### src/rtl/adder_tree_arb.sv
`default_nettype none
// ============================================================================
//  Module   : adder_tree_arb
//  Purpose  : Shares one pipelined adder tree between NUM_REQ requesters at
//             packet granularity. Packets are granted round-robin. Each beat
//             is tagged with {requester id, user ctl} on the tree ctl bus.
//             The per-beat tree sums are accumulated into one sum per packet
//             and queued in a result FIFO. The tree cannot backpressure, so
//             FIFO space is reserved by a credit at grant time.
//  Ports    : i_clk, i_rst            clock, synchronous active-high reset
//             i_terms/i_val/i_sop/    per-requester beat (slice r = req r)
//             i_eop/i_ctl, o_rdy
//             o_tree_*                beat issued to the tree (no added delay)
//             i_tree_*                beat sums returned by the tree
//             o_val/o_s/o_id/o_ctl,   packet result stream (FIFO head)
//             i_rdy
//  Revision : 1.0  initial release
// ============================================================================
module adder_tree_arb #(
   parameter int NUM_REQ      = 4,
   parameter int NUM_ELEMENTS = 8,
   parameter int BIT_LEN      = 16,
   parameter int CTL_BITS     = 8,
   parameter int FIFO_DEPTH   = 4,
   parameter int ID_BITS      = $clog2(NUM_REQ)
) (
   input  logic                                  i_clk,
   input  logic                                  i_rst,
   input  logic [NUM_REQ*NUM_ELEMENTS*BIT_LEN-1:0] i_terms,
   input  logic [NUM_REQ-1:0]                    i_val,
   input  logic [NUM_REQ-1:0]                    i_sop,
   input  logic [NUM_REQ-1:0]                    i_eop,
   input  logic [NUM_REQ*CTL_BITS-1:0]           i_ctl,
   output logic [NUM_REQ-1:0]                    o_rdy,
   output logic [NUM_ELEMENTS*BIT_LEN-1:0]       o_tree_terms,
   output logic                                  o_tree_val,
   output logic                                  o_tree_sop,
   output logic                                  o_tree_eop,
   output logic [ID_BITS+CTL_BITS-1:0]           o_tree_ctl,
   output logic                                  o_tree_rdy,
   input  logic                                  i_tree_val,
   input  logic                                  i_tree_sop,
   input  logic                                  i_tree_eop,
   input  logic [ID_BITS+CTL_BITS-1:0]           i_tree_ctl,
   input  logic [BIT_LEN-1:0]                    i_tree_s,
   output logic                                  o_val,
   output logic [BIT_LEN-1:0]                    o_s,
   output logic [ID_BITS-1:0]                    o_id,
   output logic [CTL_BITS-1:0]                   o_ctl,
   input  logic                                  i_rdy
);

   localparam int c_beat_w  = NUM_ELEMENTS * BIT_LEN;
   localparam int c_cred_w  = $clog2(FIFO_DEPTH + 1);
   localparam int c_ptr_w   = $clog2(FIFO_DEPTH);
   localparam int c_entry_w = BIT_LEN + ID_BITS + CTL_BITS;

   typedef enum logic [0:0] {
      S_IDLE = 1'b0,
      S_BUSY = 1'b1
   } state_t;

   state_t               r_state;
   state_t               w_state_nxt;
   logic [ID_BITS-1:0]   r_owner;
   logic [ID_BITS-1:0]   r_rr_ptr;
   logic [ID_BITS-1:0]   w_pick;
   logic [ID_BITS-1:0]   w_cand;
   logic [NUM_REQ-1:0]   w_req;
   logic                 w_any_req;
   logic                 w_grant;
   logic                 w_busy;
   logic                 w_own_val;
   logic                 w_own_sop;
   logic                 w_own_eop;
   logic [c_cred_w-1:0]  r_credits;

   logic [BIT_LEN-1:0]   r_acc;
   logic [BIT_LEN-1:0]   w_acc_nxt;
   logic [ID_BITS-1:0]   r_acc_id;
   logic [ID_BITS-1:0]   w_id_nxt;
   logic [CTL_BITS-1:0]  r_acc_ctl;
   logic [CTL_BITS-1:0]  w_ctl_nxt;
   logic                 r_acc_open;
   logic                 w_beat_ok;
   logic                 w_push;
   logic                 w_pop;

   logic [c_entry_w-1:0] r_mem [FIFO_DEPTH];
   logic [c_ptr_w-1:0]   r_wr_ptr;
   logic [c_ptr_w-1:0]   r_rd_ptr;
   logic [c_cred_w-1:0]  r_count;

   // ------------------------------------------------------------------------
   // Arbitration: only sop beats request, so a stray mid-packet beat can
   // never win a grant.
   // ------------------------------------------------------------------------
   assign w_req = i_val & i_sop;

   // Scan from the farthest offset down to rr_ptr so the last hit is the
   // first requester at or after rr_ptr.
   always_comb begin
      w_any_req = 1'b0;
      w_pick    = '0;
      w_cand    = '0;
      for (int i = NUM_REQ - 1; i >= 0; i--) begin
         w_cand = ID_BITS'((int'(r_rr_ptr) + i) % NUM_REQ);
         if (w_req[w_cand]) begin
            w_any_req = 1'b1;
            w_pick    = w_cand;
         end
      end
   end

   assign w_busy  = (r_state == S_BUSY);
   assign w_grant = (r_state == S_IDLE) && w_any_req && (r_credits != '0);

   // ------------------------------------------------------------------------
   // Issue path: pure mux from the registered owner, no latency added.
   // ------------------------------------------------------------------------
   assign w_own_val = i_val[r_owner];
   assign w_own_sop = i_sop[r_owner];
   assign w_own_eop = i_eop[r_owner];

   always_comb begin
      o_rdy = '0;
      if (w_busy) begin
         o_rdy[r_owner] = 1'b1;
      end
   end

   assign o_tree_terms = i_terms[int'(r_owner) * c_beat_w +: c_beat_w];
   assign o_tree_val   = w_busy & w_own_val;
   assign o_tree_sop   = w_busy & w_own_val & w_own_sop;
   assign o_tree_eop   = w_busy & w_own_val & w_own_eop;
   assign o_tree_ctl   = {r_owner, i_ctl[int'(r_owner) * CTL_BITS +: CTL_BITS]};
   assign o_tree_rdy   = 1'b1;

   // ------------------------------------------------------------------------
   // Packet FSM
   // ------------------------------------------------------------------------
   always_comb begin
      w_state_nxt = r_state;
      case (r_state)
         S_IDLE:  if (w_grant) w_state_nxt = S_BUSY;
         S_BUSY:  if (w_own_val && w_own_eop) w_state_nxt = S_IDLE;
         default: w_state_nxt = S_IDLE;
      endcase
   end

   always_ff @(posedge i_clk) begin
      if (i_rst) begin
         r_state  <= S_IDLE;
         r_owner  <= '0;
         r_rr_ptr <= '0;
      end else begin
         r_state <= w_state_nxt;
         if (w_grant) begin
            r_owner  <= w_pick;
            r_rr_ptr <= (w_pick == ID_BITS'(NUM_REQ - 1)) ? '0 : w_pick + ID_BITS'(1);
         end
      end
   end

   // ------------------------------------------------------------------------
   // Credits: one FIFO slot is reserved per granted packet and returned when
   // its result leaves the FIFO.
   // ------------------------------------------------------------------------
   always_ff @(posedge i_clk) begin
      if (i_rst) begin
         r_credits <= c_cred_w'(FIFO_DEPTH);
      end else if (w_grant && !w_pop) begin
         r_credits <= r_credits - c_cred_w'(1);
      end else if (!w_grant && w_pop) begin
         r_credits <= r_credits + c_cred_w'(1);
      end
   end

   // ------------------------------------------------------------------------
   // Accumulator. A non-sop beat with no open packet is a leftover from
   // before a reset and is dropped without pushing.
   // ------------------------------------------------------------------------
   assign w_acc_nxt = i_tree_sop ? i_tree_s : r_acc + i_tree_s;
   assign w_id_nxt  = i_tree_sop ? i_tree_ctl[CTL_BITS +: ID_BITS] : r_acc_id;
   assign w_ctl_nxt = i_tree_sop ? i_tree_ctl[CTL_BITS-1:0] : r_acc_ctl;
   assign w_beat_ok = i_tree_val & (i_tree_sop | r_acc_open);
   assign w_push    = w_beat_ok & i_tree_eop;

   always_ff @(posedge i_clk) begin
      if (i_rst) begin
         r_acc      <= '0;
         r_acc_id   <= '0;
         r_acc_ctl  <= '0;
         r_acc_open <= 1'b0;
      end else if (w_beat_ok) begin
         r_acc      <= w_acc_nxt;
         r_acc_id   <= w_id_nxt;
         r_acc_ctl  <= w_ctl_nxt;
         r_acc_open <= ~i_tree_eop;
      end
   end

   // ------------------------------------------------------------------------
   // Result FIFO
   // ------------------------------------------------------------------------
   assign o_val = (r_count != '0);
   assign w_pop = o_val & i_rdy;
   assign {o_s, o_id, o_ctl} = r_mem[r_rd_ptr];

   always_ff @(posedge i_clk) begin
      if (w_push) begin
         r_mem[r_wr_ptr] <= {w_acc_nxt, w_id_nxt, w_ctl_nxt};
      end
   end

   always_ff @(posedge i_clk) begin
      if (i_rst) begin
         r_wr_ptr <= '0;
         r_rd_ptr <= '0;
         r_count  <= '0;
      end else begin
         if (w_push) r_wr_ptr <= r_wr_ptr + c_ptr_w'(1);
         if (w_pop)  r_rd_ptr <= r_rd_ptr + c_ptr_w'(1);
         if (w_push && !w_pop)      r_count <= r_count + c_cred_w'(1);
         else if (!w_push && w_pop) r_count <= r_count - c_cred_w'(1);
      end
   end

   // The credit scheme guarantees a slot for every push.
   a_fifo_no_overflow: assert property (@(posedge i_clk) disable iff (i_rst)
      !(w_push && (r_count == c_cred_w'(FIFO_DEPTH))));

endmodule
`default_nettype wire

### config.mk
export PLATFORM = sky130hd
export DESIGN_NAME = adder_tree_arb
export DESIGN_NICKNAME = d
export VERILOG_FILES = /design/src/rtl/adder_tree_arb.sv
export SDC_FILE = /design/constraint.sdc
export NUM_CORES = 1
export LEC_CHECK = 0
export BUFFER_PORTS_ARGS = -buffer_cell sky130_fd_sc_hd__buf_2
export CORE_AREA = 2 2 300 302
export DETAILED_ROUTE_END_ITERATION = 8
export DIE_AREA = 0 0 302 304
export PLACE_DENSITY = 0.41
export SYNTH_ARGS = -nofsm -noshare
export SYNTH_HDL_FRONTEND = slang
export SYNTH_SLANG_ARGS = --single-unit
### constraint.sdc
create_clock -name i_clk -period 2.6 [get_ports i_clk]
set_input_delay 0.65 -clock i_clk [delete_from_list [all_inputs] [get_ports i_clk]]
set_output_delay 0.65 -clock i_clk [all_outputs]
set_load 0.02 [all_outputs]
==> flow_summary.ini <==
[grt]
antenna_found_initial = 169
met1_usage_pct = 27.0
overflow = 0
grt_use_total_pct = 23.1
grt.met2_usage_pct = 43.2
met3_usage_pct = 4.02
grt_pass1_wl_mm = 132
grt_pass1_vias = 11100
grt-busiest-layer = met2
grt_start_max_net_pins = 30

[critical_path]
arrival_ns = 2.11
critPathRequiredTime_ns = 1.95
crit_fanout = 12
worstSetupStartpointType = flip-flop
critPathKind = reg2out
endpoint_kind = output port

[place]
dp_slack_ns = -0.332
globalplace.congestion = 1.07
post-place-cells = 2635
hpwl_mm = 98.7
port_buffers = 759

[routing]
wire_per_inst_um = 39.6
num_vias = 11000
first_pass_iters = 5
viasPerCell = 4.00
drc = 0
wl_mm = 109
antenna_left = 0
first_iter_violations = 691

[synth]
synth-seq-cells = 148
seq_area_frac_synth_pct = 40.2
synthCells = 692
syn_nets = 1304
avgSynthCellArea_um2 = 14.4
yosys_warnings = 0
synthesis.area_um2 = 9960
synth.distinct_cells = 49

[power]
p_leak_nw = 7.28
internal_power_mw = 7.41
vdd_drop_max_mv = 0.439
power.density_nw_per_um2 = 739
combPwrFrac_pct = 59.8
swShare_pct = 43.3
pwr-share-seq_pct = 21.7
power_mw = 13.1
pwr-share-clk_pct = 18.4
power.switching_mw = 5.66

[sta]
setup_viol_count_final = 110
fmax_ghz = 0.362
timing.final.crit_share_pct = 106
fin_crit_ns = 2.76
max_slew_margin_pct = 58.2
final-max-slew-violation-count = 0
setup_slack_ns = -0.163
rsz0062_at_grt = yes
finClkSkew_ns = 0.0133
finalHoldViolations = 0
tightest_slew_ns = 0.628

[floorplan]
coreArea_um2 = 89000
rows = 110
start_util_pct = 11.2
dieArea_um2 = 91800
die_w_um = 302
die_y_um = 304
io_pins = 761

[cells_and_area]
fill_cells = 9800
drive_above_1_share_pct = 71.6
syn_to_final_growth_pct = 77.7
fin_nets = 2135
stdcell_count = 2743

[clock_tree]
worstSkewPairLatency_ns = 0.43
cts.path.max_buffers = 2
clock_sinks = 148
hold_buffers = 0
cts_tree = built
cts_root_buffer = clkbuf_16
cts_buffers = 17
ctsHtreeMaxLevel = 4
clk_pin_slew_worst_paths_ns = 0.07

[job]
cap_violations = 0

[status]
status = finished with violations
violations = setup timing

[min_path]
hold_class = reg2reg
==> cell usage after synthesis (all sizes together) <==
master,count,share of area (%)
nor2b,1,0.063
o211ai,4,0.30
a21boi,1,0.075
mux4,165,37
a21oi,29,1.5
o21a,5,0.38
and4,1,0.088
a211o,1,0.088
nor3,20,1.0
or3b,1,0.088
nand2b,2,0.13
dfxtp,44,8.8
a21o,5,0.38
xor2,14,1.2
ha,21,2.6
or3,3,0.19
o2111a,1,0.11
o21bai,1,0.075
o31ai,1,0.21
mux2i,3,0.30
nor2,69,2.6
and3b,1,0.088
nand3,3,0.15
clkbuf,32,1.2
conb,1,0.038
buf,24,1.2
nand2,46,1.7
and2,4,0.25
and3,9,0.57
mux2,11,1.2
a41oi,1,0.16
edfxtp,104,31
fa,3,0.60
o311a,1,0.10
o22ai,1,0.063
a211oi,2,0.20
xnor2,6,0.53
o211a,1,0.10
a311oi,1,0.15
nor3b,3,0.23
inv,12,0.45
o21ai,28,1.5
a31oi,6,0.53
==> cells in the final DEF (no fill, tap or decap), types with 23 or more instances in the layout <==
cell type  instances
nor2_1            69
buf_2            658
a21oi_1           27
buf_6            108
buf_12            23
edfxtp_1         104
nand2_1           46
buf_4             67
dfxtp_1           41
diode_2           31
mux4_2           165
==> cell type report <==
| cell class | instances | area, um2 | area share [%] |
|---|---|---|---|
| inverters | 12 | 45.0 | 0.255 |
| clock buffers | 17 | 425 | 2.40 |
| multi-input cells | 476 | 5740 | 32.4 |
| clock inverters | 15 | 151 | 0.856 |
| repair buffers | 868 | 5770 | 32.6 |
| well taps | 1176 | 1470 | 8.32 |
| flip-flops and latches | 148 | 4010 | 22.7 |
| diodes | 31 | 77.6 | 0.438 |
==> power groups by stage <==
stage | registers (mW) | clock network [mW] | logic [mW]
2_1_floorplan | 2.83 | 0 | 3.56
3_3_place_gp | 2.89 | 0 | 7.03
3_5_place_dp | 2.89 | 0 | 7.04
4_1_cts | 2.84 | 2.49 | 7.63
5_1_grt | 2.86 | 2.57 | 8.14
6_report | 2.84 | 2.41 | 7.82
==> cell families after synthesis <==
logic type | synth area share [%]
AND/OR/NAND/NOR | 7.18
flip-flops | 40.2
multiplexers | 38.9
other | 0.0377
adder cells (fa/ha/maj) | 3.24
AO/OA/AOI/OAI | 5.87
buffers and inverters | 2.83
XOR/XNOR | 1.76
==> stage by stage <==
stage / cell area, um2 / util [%] / hold WS (ns) / TNS [ns]
finish: 17700 / 19.9 / 0.467 / -7.02
global route: 17700 / 19.8 / 0.495 / -13.66
CTS: 17000 / 19.1 / 0.474 / -12.41
detailed placement: 15800 / 17.7 / 0.461 / -8.01
global placement: 15800 / 17.7 / 0.458 / -8.43
floorplan: 9980 / - / 0.440 / 0
==> state kept, by name, summed over array words and instances, names as in the netlist, named ones only <==
register and count:
r_mem 104, r_acc 16, r_acc_ctl 8, r_count 3, r_credits 3, r_acc_id 2
r_owner 2, r_rd_ptr 2, r_rr_ptr 2, r_wr_ptr 2, r_acc_open 1, r_state 1
==> critical path, stage by stage, from the launching register on <==
cell and delay [ns]:
dfxtp_4 0.38, buf_12 0.18, buf_16 0.18, mux4_2 0.68, buf_6 0.20
==> final timing paths <==
check                   from          endpoint  slack [ns]  cells after the start
setup / recovery  r_owner[0]  o_tree_terms[35]       -0.16                      4
hold / removal      r_acc[2]          r_acc[2]        0.47                      2
setup reg to reg    r_acc[2]      r_mem[0][23]        0.18                      8
hold reg to reg     r_acc[2]          r_acc[2]        0.47                      2
==> routing by layer <==
metal	vias up	routed length (um)
met4	26	3810
met2	674	57200
met1	5446	42400
met3	288	5130
li1	4538	-
met5	-	161
==> what timing repair did <==
| item | in CTS | in global routing |
|---|---|---|
| endpoints found under the setup margin | 114 | 143 |
| hold endpoints to repair | 0 | 0 |
| pin swaps | 0 | 5 |
| cloned | 3 | 3 |
| gates resized for setup | 158 | 93 |
| setup buffers | 10 | 29 |
(Power assumes the default switching activity.)
